==> src/rtl/cpu16_pkg.sv <==
// Shared constants and types for the 16-bit single-cycle datapath.
// Decode, the ALU/SLLI result mux and the writeback register file all import this package.
package cpu16_pkg;

  localparam int DATA_W    = 16;
  localparam int ADDR_W    = 2;
  localparam int REG_COUNT = 4;
  localparam int RETIRE_W  = 16;

  localparam logic [ADDR_W-1:0]   R0_IDX    = '0;
  localparam logic [DATA_W-1:0]   RESET_VAL = 16'h0000;
  localparam logic [RETIRE_W-1:0] RETIRE_RESET = '0;

  typedef struct packed {
    logic zero;
    logic neg;
  } flags_t;

  localparam flags_t FLAGS_RESET = '{zero: 1'b0, neg: 1'b0};

  // A write lands in the array only when it targets a real register.
  function automatic logic is_array_write(input logic reg_write,
                                          input logic [ADDR_W-1:0] write_reg);
    return reg_write && (write_reg != R0_IDX);
  endfunction

endpackage

==> src/rtl/regfile_read_port.sv <==
// One operand read port: combinational array read with write-through bypass.
// R0 always reads as zero, and the port outputs zero while reset is held.
module regfile_read_port
  import cpu16_pkg::*;
#(
  parameter int P_DATA_W    = DATA_W,
  parameter int P_ADDR_W    = ADDR_W,
  parameter int P_REG_COUNT = REG_COUNT
) (
  input  logic                  reset_n,
  input  logic                  reg_write,
  input  logic [P_ADDR_W-1:0]   write_reg,
  input  logic [P_DATA_W-1:0]   write_data,
  input  logic [P_ADDR_W-1:0]   read_reg,
  input  logic [P_DATA_W-1:0]   regs [P_REG_COUNT],
  output logic [P_DATA_W-1:0]   read_data
);

  logic bypass_hit;

  always_comb begin
    bypass_hit = reg_write && (write_reg != '0) && (write_reg == read_reg);
  end

  // Bypass is gated by reset so a write attempted during reset never leaks out.
  always_comb begin
    read_data = '0;
    if (!reset_n) begin
      read_data = '0;
    end else if (bypass_hit) begin
      read_data = write_data;
    end else if (read_reg == '0) begin
      read_data = '0;
    end else begin
      read_data = regs[read_reg];
    end
  end

endmodule

==> src/rtl/regfile_wb.sv <==
// Writeback-stage register file: four 16-bit registers (R0 hardwired zero),
// two bypassed read ports, Zero/Negative result flags and a retired-write counter.
module regfile_wb
  import cpu16_pkg::*;
#(
  parameter int DATA_W    = cpu16_pkg::DATA_W,
  parameter int ADDR_W    = cpu16_pkg::ADDR_W,
  parameter int REG_COUNT = cpu16_pkg::REG_COUNT
) (
  input  logic                Clock,
  input  logic                Reset,
  input  logic                RegWrite,
  input  logic [ADDR_W-1:0]   WriteReg,
  input  logic [DATA_W-1:0]   WriteData,
  input  logic                FlagUpdate,
  input  logic [ADDR_W-1:0]   ReadReg1,
  input  logic [ADDR_W-1:0]   ReadReg2,
  output logic [DATA_W-1:0]   ReadData1,
  output logic [DATA_W-1:0]   ReadData2,
  output logic                ZeroFlag,
  output logic                NegFlag,
  output logic [15:0]         RetireCount
);

  logic [DATA_W-1:0] regs_q [REG_COUNT];
  logic [DATA_W-1:0] regs_d [REG_COUNT];
  flags_t            flags_q;
  flags_t            flags_d;
  logic [15:0]       retire_cnt_q;
  logic [15:0]       retire_cnt_d;

  always_comb begin
    for (int i = 0; i < REG_COUNT; i++) begin
      regs_d[i] = regs_q[i];
    end
    if (RegWrite && (WriteReg != '0)) begin
      regs_d[WriteReg] = WriteData;
    end
    regs_d[0] = '0;
  end

  always_comb begin
    flags_d = flags_q;
    if (FlagUpdate) begin
      flags_d.zero = (WriteData == '0);
      flags_d.neg  = WriteData[DATA_W-1];
    end
  end

  // Counts every RegWrite cycle, R0 included; wraps silently.
  always_comb begin
    retire_cnt_d = retire_cnt_q;
    if (RegWrite) begin
      retire_cnt_d = retire_cnt_q + 16'd1;
    end
  end

  always_ff @(posedge Clock) begin
    if (!Reset) begin
      for (int i = 0; i < REG_COUNT; i++) begin
        regs_q[i] <= '0;
      end
      flags_q      <= FLAGS_RESET;
      retire_cnt_q <= RETIRE_RESET;
    end else begin
      for (int i = 0; i < REG_COUNT; i++) begin
        regs_q[i] <= regs_d[i];
      end
      flags_q      <= flags_d;
      retire_cnt_q <= retire_cnt_d;
    end
  end

  regfile_read_port #(
    .P_DATA_W    (DATA_W),
    .P_ADDR_W    (ADDR_W),
    .P_REG_COUNT (REG_COUNT)
  ) u_read_port1 (
    .reset_n    (Reset),
    .reg_write  (RegWrite),
    .write_reg  (WriteReg),
    .write_data (WriteData),
    .read_reg   (ReadReg1),
    .regs       (regs_q),
    .read_data  (ReadData1)
  );

  regfile_read_port #(
    .P_DATA_W    (DATA_W),
    .P_ADDR_W    (ADDR_W),
    .P_REG_COUNT (REG_COUNT)
  ) u_read_port2 (
    .reset_n    (Reset),
    .reg_write  (RegWrite),
    .write_reg  (WriteReg),
    .write_data (WriteData),
    .read_reg   (ReadReg2),
    .regs       (regs_q),
    .read_data  (ReadData2)
  );

  assign ZeroFlag    = flags_q.zero;
  assign NegFlag     = flags_q.neg;
  assign RetireCount = retire_cnt_q;

endmodule
==> config.mk <==
export PLATFORM = sky130hd
export DESIGN_NAME = regfile_wb
export DESIGN_NICKNAME = d
export VERILOG_FILES = /design/src/rtl/cpu16_pkg.sv /design/src/rtl/regfile_read_port.sv /design/src/rtl/regfile_wb.sv
export SDC_FILE = /design/constraint.sdc
export NUM_CORES = 1
export LEC_CHECK = 0
export CAP_MARGIN = 5
export CORE_MARGIN = 1.5
export CORE_UTILIZATION = 60
export CTS_CLUSTER_DIAMETER = 60
export DETAILED_ROUTE_END_ITERATION = 7
export DONT_BUFFER_PORTS = 1
export GPL_ROUTABILITY_DRIVEN = 1
export PLACE_DENSITY = 0.78
export SETUP_SLACK_MARGIN = 0.05
export SYNTH_ARGS = -nofsm -noshare
export SYNTH_HDL_FRONTEND = slang
export SYNTH_SLANG_ARGS = --single-unit
export TNS_END_PERCENT = 5
==> constraint.sdc <==
create_clock -name Clock -period 3.9 [get_ports Clock]
set_input_delay 0.585 -clock Clock [delete_from_list [all_inputs] [get_ports Clock]]
set_output_delay 0.585 -clock Clock [all_outputs]
set_load 0.01 [all_outputs]
== After elaboration in Yosys (flattened, before gate mapping) ==
Cells that the tools add are included.

* Add/subtract/negate cells: 1
* Multipliers: 0
* Div/mod/pow operators: 0
* Magnitude comparators: 4
* Equality and inequality tests: 2
* Shift-type cells: 0
* Multiplexer cells: 15
* Bitwise operators: 3
* Reduce and logical (&&, ||, !) cells: 8

{| class="wikitable"
|+ Operator list
! kind !! count
|-
| $mux 16 || 11
|-
| $bmux 16 s2 || 2
|-
| $bwmux 64 || 1
|-
| $demux 16 s2 || 1
|-
| $add 16x1->16 const B || 1
|-
| $logic_not 16->1 || 1
|-
| $ge 3x3->1 const B || 3
|-
| $not 2->3 || 3
|-
| $eq 2x2->1 || 2
|-
| $logic_and 1x1->1 || 4
|-
| $logic_not 2->1 || 2
|-
| $lt 3x1->1 const B || 1
|-
| $reduce_bool 2->1 || 1
|}

* Register bits after elaboration: 82
* Latch bits: 0
* Bits in writable memories: 0
* ROM bits: 0
* Bits of input ports: 26
* Output and inout port bits: 50
* Memories kept: 0

== Depth between registers and ports, before layout ==
* Depth after elaboration: 7
* Depth in mapped cells: 6
* Mapped depth without buffers: 4

== Modules after synthesis ==
From an unflattened synthesis, not the netlist that was laid out.

* Cell total of the unflattened synthesis: 479
* Area total of the unflattened synthesis: 3,832.4 sq um

{| class="wikitable"
|+ By module, submodules not included
! module !! times used !! cells each !! area each (sq um)
|-
| regfile_wb || 1 || 311 || 2,551.2
|-
| regfile_read_port || 2 || 84 || 640.6
|}

== Least setup slack after synthesis ==
OpenSTA, ideal clock, no wires.

* Path kind: input -> output
* From: input port WriteReg[1]
* To: output port ReadData2[10]
* Arrival time: 1,666 ps
* Data required time: 3,315 ps
* Path slack: 1,649 ps
* Stages on the path: 5
* Cell sequence: buf_4 nor4bb_4 a22oi_2 buf_6 a221oi_2

* Longest elaborated chain between the ends: 5

{| class="wikitable"
|+ Ends and longest elaborated chain
! element !! line !! text
|-
| start: declaration || regfile_wb.sv:13 || <nowiki>input logic [ADDR_W-1:0] WriteReg,</nowiki>
|-
| $reduce_bool 2->1 || regfile_read_port.sv:22 || <nowiki>bypass_hit = reg_write && (write_reg != '0) && (write_reg == read_reg);</nowiki>
|-
| $logic_and 1x1->1 || regfile_read_port.sv:22 ||
|-
| $logic_and 1x1->1 * || regfile_read_port.sv:22 ||
|-
| $mux 16 * || regfile_read_port.sv:30 || <nowiki>end else if (bypass_hit) begin</nowiki>
|-
| $mux 16 * || regfile_read_port.sv:28 || <nowiki>if (!reset_n) begin</nowiki>
|-
| end: declaration || regfile_wb.sv:19 || <nowiki>output logic [DATA_W-1:0] ReadData2,</nowiki>
|}

Every way passes the cells marked *; elsewhere a longest branch is shown, timed or not.

== Worst setup path in the final report ==
* From: input port ReadReg1[0]
* To: output port ReadData1[15]

* Longest elaborated chain between the ends: 7

{| class="wikitable"
|+ Ends and longest elaborated chain
! element !! line !! text
|-
| start: declaration || regfile_wb.sv:16 || <nowiki>input logic [ADDR_W-1:0] ReadReg1,</nowiki>
|-
| $not 2->3 (implied by the code) || regfile_read_port.sv:35 || <nowiki>read_data = regs[read_reg];</nowiki>
|-
| $bmux 16 s2 || regfile_read_port.sv:35 ||
|-
| $mux 16 (implied by the code) (2 in a row) || regfile_read_port.sv:35 ||
|-
| $mux 16 || regfile_read_port.sv:32 || <nowiki>end else if (read_reg == '0) begin</nowiki>
|-
| $mux 16 * || regfile_read_port.sv:30 ||
|-
| $mux 16 * || regfile_read_port.sv:28 ||
|-
| end: declaration || regfile_wb.sv:18 || <nowiki>output logic [DATA_W-1:0] ReadData1,</nowiki>
|}

Every way passes the cells marked *; elsewhere a longest branch is shown, timed or not. The select of a mux whose other input is x is not followed.

==> results.cfg <==
[outcome]
status = finished clean

[routing]
drt_wl_total_um = 10600
drtPass1Iterations = 6
post_drt_wl_per_cell_um = 20.5
drc_errors = 0
viasPerCell = 6.79
ant_nets = 0
drtIter0Drc = 319
via_count = 3497

[job]
cap_violations = 0

[global_route]
grtUsageTotal_pct = 29.6
grt_pass1_wl_um = 16700
grt_pass1_vias = 3250
grt_max_degree = 66
grt-ovfl-total = 0
grt_antenna_before_repair = 0

[clock_tree]
clockRootBuffer = clkbuf_8
cts_setup_buffers = 0
clkTransAtPathRegs_ns = 0.08
hold_buffers = 0
cts_tree = built
ctsLongestPathBuffers = 2
htreeDepth = 3
clock_latency_ns = 0.35
post_cts_resized = 0
numCtsBuffers = 9
cts_sinks = 66

[finish]
antennaDiodeCount = 0
area_delta_synth_final_pct = 2.79
layout_common_cells = nand2_1 (107), dfxtp_1 (66), a21oi_1 (54)
design_area_mm2 = 0.00405
nNetsFinal = 460
drive_gt1_share_pct = 18.7
final_common_cell = nand2_1
n_fill_cell = 548
final_cells = 515

[pwr]
fin_total_pwr_uw = 1470
powerDensity_mw_per_mm2 = 364
ir_drop_mv = 0.387
power_leakage_uw = 0.00127

[yosys]
postSynthAreaPerCell_um2 = 8.58
synth_seq_cells = 66
netlist_area_mm2 = 0.00394
yosysSeqAreaShare_pct = 33.5
synth_fp_nets = 486
yosysWarningCount = 0
synthCells = 459
ys_types = 39

[timing]
finalCritPeriodShare_pct = 68.1
rsz0062_at_grt = false
drv_slew = 0
setup_viol = 0
setup-tns-final_ns = 0
finClkSkew_ns = 0.00602
relSlewSlack_pct = 45.8
post-route-min-period_ns = 2.66
fmax_mhz = 376
finalHoldViolCount = 0
worst_pin_slew_ns = 0.810
fin_ws_ns = 1.24

[floorplan]
die_y_um = 84.0
ios = 76
start_util_pct = 62.0
fp.dieW_um = 84.0
core_mm2 = 0.00635
dieArea_mm2 = 0.00706
rows = 29

[min_path]
hold_path.class = in2reg

[setup_path]
end_kind = output pin
worstPathArrival_ns = 2.07
r2r_setup_slack_ns = 2.21
r2r-end = RetireCount[8]$_SDFFE_PN0P_
crit_type = in2out
endpoint = ReadData1[15]
worstPathMaxFanout = 20
start_kind = input pin
r2r_cells = 4
startpoint = ReadReg1[0]
worstReg2RegStart = RetireCount[0]$_SDFFE_PN0P_
worstPathRequired_ns = 3.31

[placed_design]
dp.cells = 499
gp_congestion = 0.862
dp_hpwl_um = 6860
placed_area_mm2 = 0.00385
dp_slack_ns = 1.34
port-buffer-count = 0
-- worst min path at each step --
stage | startpoint | endpoint | slack (ns) | cells after the start
floorplan | regs_q[0]$_SDFFE_PN0P_ | regs_q[0]$_SDFFE_PN0P_ | 0.44 | 2
global placement | regs_q[4]$_SDFFE_PN0P_ | regs_q[4]$_SDFFE_PN0P_ | 0.45 | 2
detailed placement | regs_q[40]$_SDFFE_PN0P_ | regs_q[40]$_SDFFE_PN0P_ | 0.46 | 2
CTS | FlagUpdate | ZeroFlag$_SDFFE_PN0P_ | 0.34 | 1
global route | FlagUpdate | ZeroFlag$_SDFFE_PN0P_ | 0.33 | 1
finish | FlagUpdate | ZeroFlag$_SDFFE_PN0P_ | 0.34 | 1
-- flip-flops by register name, summed over array words and instances, names as in the netlist --
| register | flops |
|---|---|
| ZeroFlag | 1 |
| NegFlag | 1 |
| regs_q | 48 |
| RetireCount | 16 |
-- cells by family (layout without fill, tap and decap cells) --
logic type / Yosys count / in the layout / synth area share [%]
compound gates: 129 / 129 / 25.9
xor+xnor: 6 / 6 / 1.33
buf+inv: 45 / 24 / 6.35
fa+ha+maj: 1 / 1 / 0.318
mux: 39 / 39 / 10.9
simple gates: 173 / 173 / 21.7
flops: 66 / 66 / 33.5
-- stage by stage --
| stage | hold WS [ns] | util [%] |
|---|---|---|
| 3_3_place_gp | 0.449 | 60.6 |
| 6_report | 0.339 | 63.8 |
| 5_1_grt | 0.333 | 63.8 |
| 3_5_place_dp | 0.462 | 60.6 |
| 4_1_cts | 0.335 | 63.8 |
| 2_1_floorplan | 0.442 | - |
-- cell type report --
class	instances	area, um^2	share of cell area (%)
clock buffers	10	138	3.40
repair buffers	5	50.0	1.24
clock inverters	6	65.1	1.61
flip-flops and latches	66	1320	32.6
well taps	77	96.3	2.38
multi-input cells	348	2370	58.5
inverters	3	11.3	0.278
-- routing by layer --
metal	GRT usage, %	vias to the layer above	share of wire, %
li1	-	1624	-
met1	39.3	1648	41
met2	46.8	204	46
met3	7.22	21	11
met4	10.7	0	2.2
met5	0	-	0
-- power breakdown --
part	total, uW	switching [uW]	internal [uW]
sequential	711	18.7	693
combinational	165	101	64.4
clock	597	283	314
-- worst max-delay path, stage by stage --
cell	delay, ns
nor2b_1	0.50
buf_4	0.29
a22oi_1	0.10
a221oi_1	0.59
-- cells in the mapped netlist, drive strengths merged --
| master | instances | area (um^2) |
|---|---|---|
| nand2 | 107 | 402 |
| nor2b | 18 | 113 |
| a22oi | 34 | 265 |
| mux2i | 7 | 70.1 |
| nor4 | 7 | 50.1 |
| nand3b | 2 | 15.0 |
| buf | 27 | 183 |
| and3b | 2 | 17.5 |
| nand4 | 6 | 52.6 |
| xor2 | 3 | 26.3 |
| and3 | 3 | 18.8 |
| nor4b | 2 | 17.5 |
| nand3 | 6 | 30.0 |
| ha | 1 | 12.5 |
| a31o | 2 | 26.3 |
| or4 | 4 | 30.0 |
| o22ai | 1 | 6.26 |
| a221oi | 32 | 412 |
| clkbuf | 15 | 56.3 |
| a21oi | 54 | 270 |
| nor4bb | 1 | 25.0 |
| or3 | 2 | 12.5 |
| mux2 | 32 | 360 |
| nand2b | 5 | 31.3 |
| inv | 3 | 11.3 |
| o31ai | 4 | 30.0 |
| o21ai | 2 | 10.0 |
| nor2 | 7 | 26.3 |
| dfxtp | 66 | 1320 |
| and4bb | 1 | 12.5 |
| xnor2 | 3 | 26.3 |
Power figures use the tool's default switching activity.
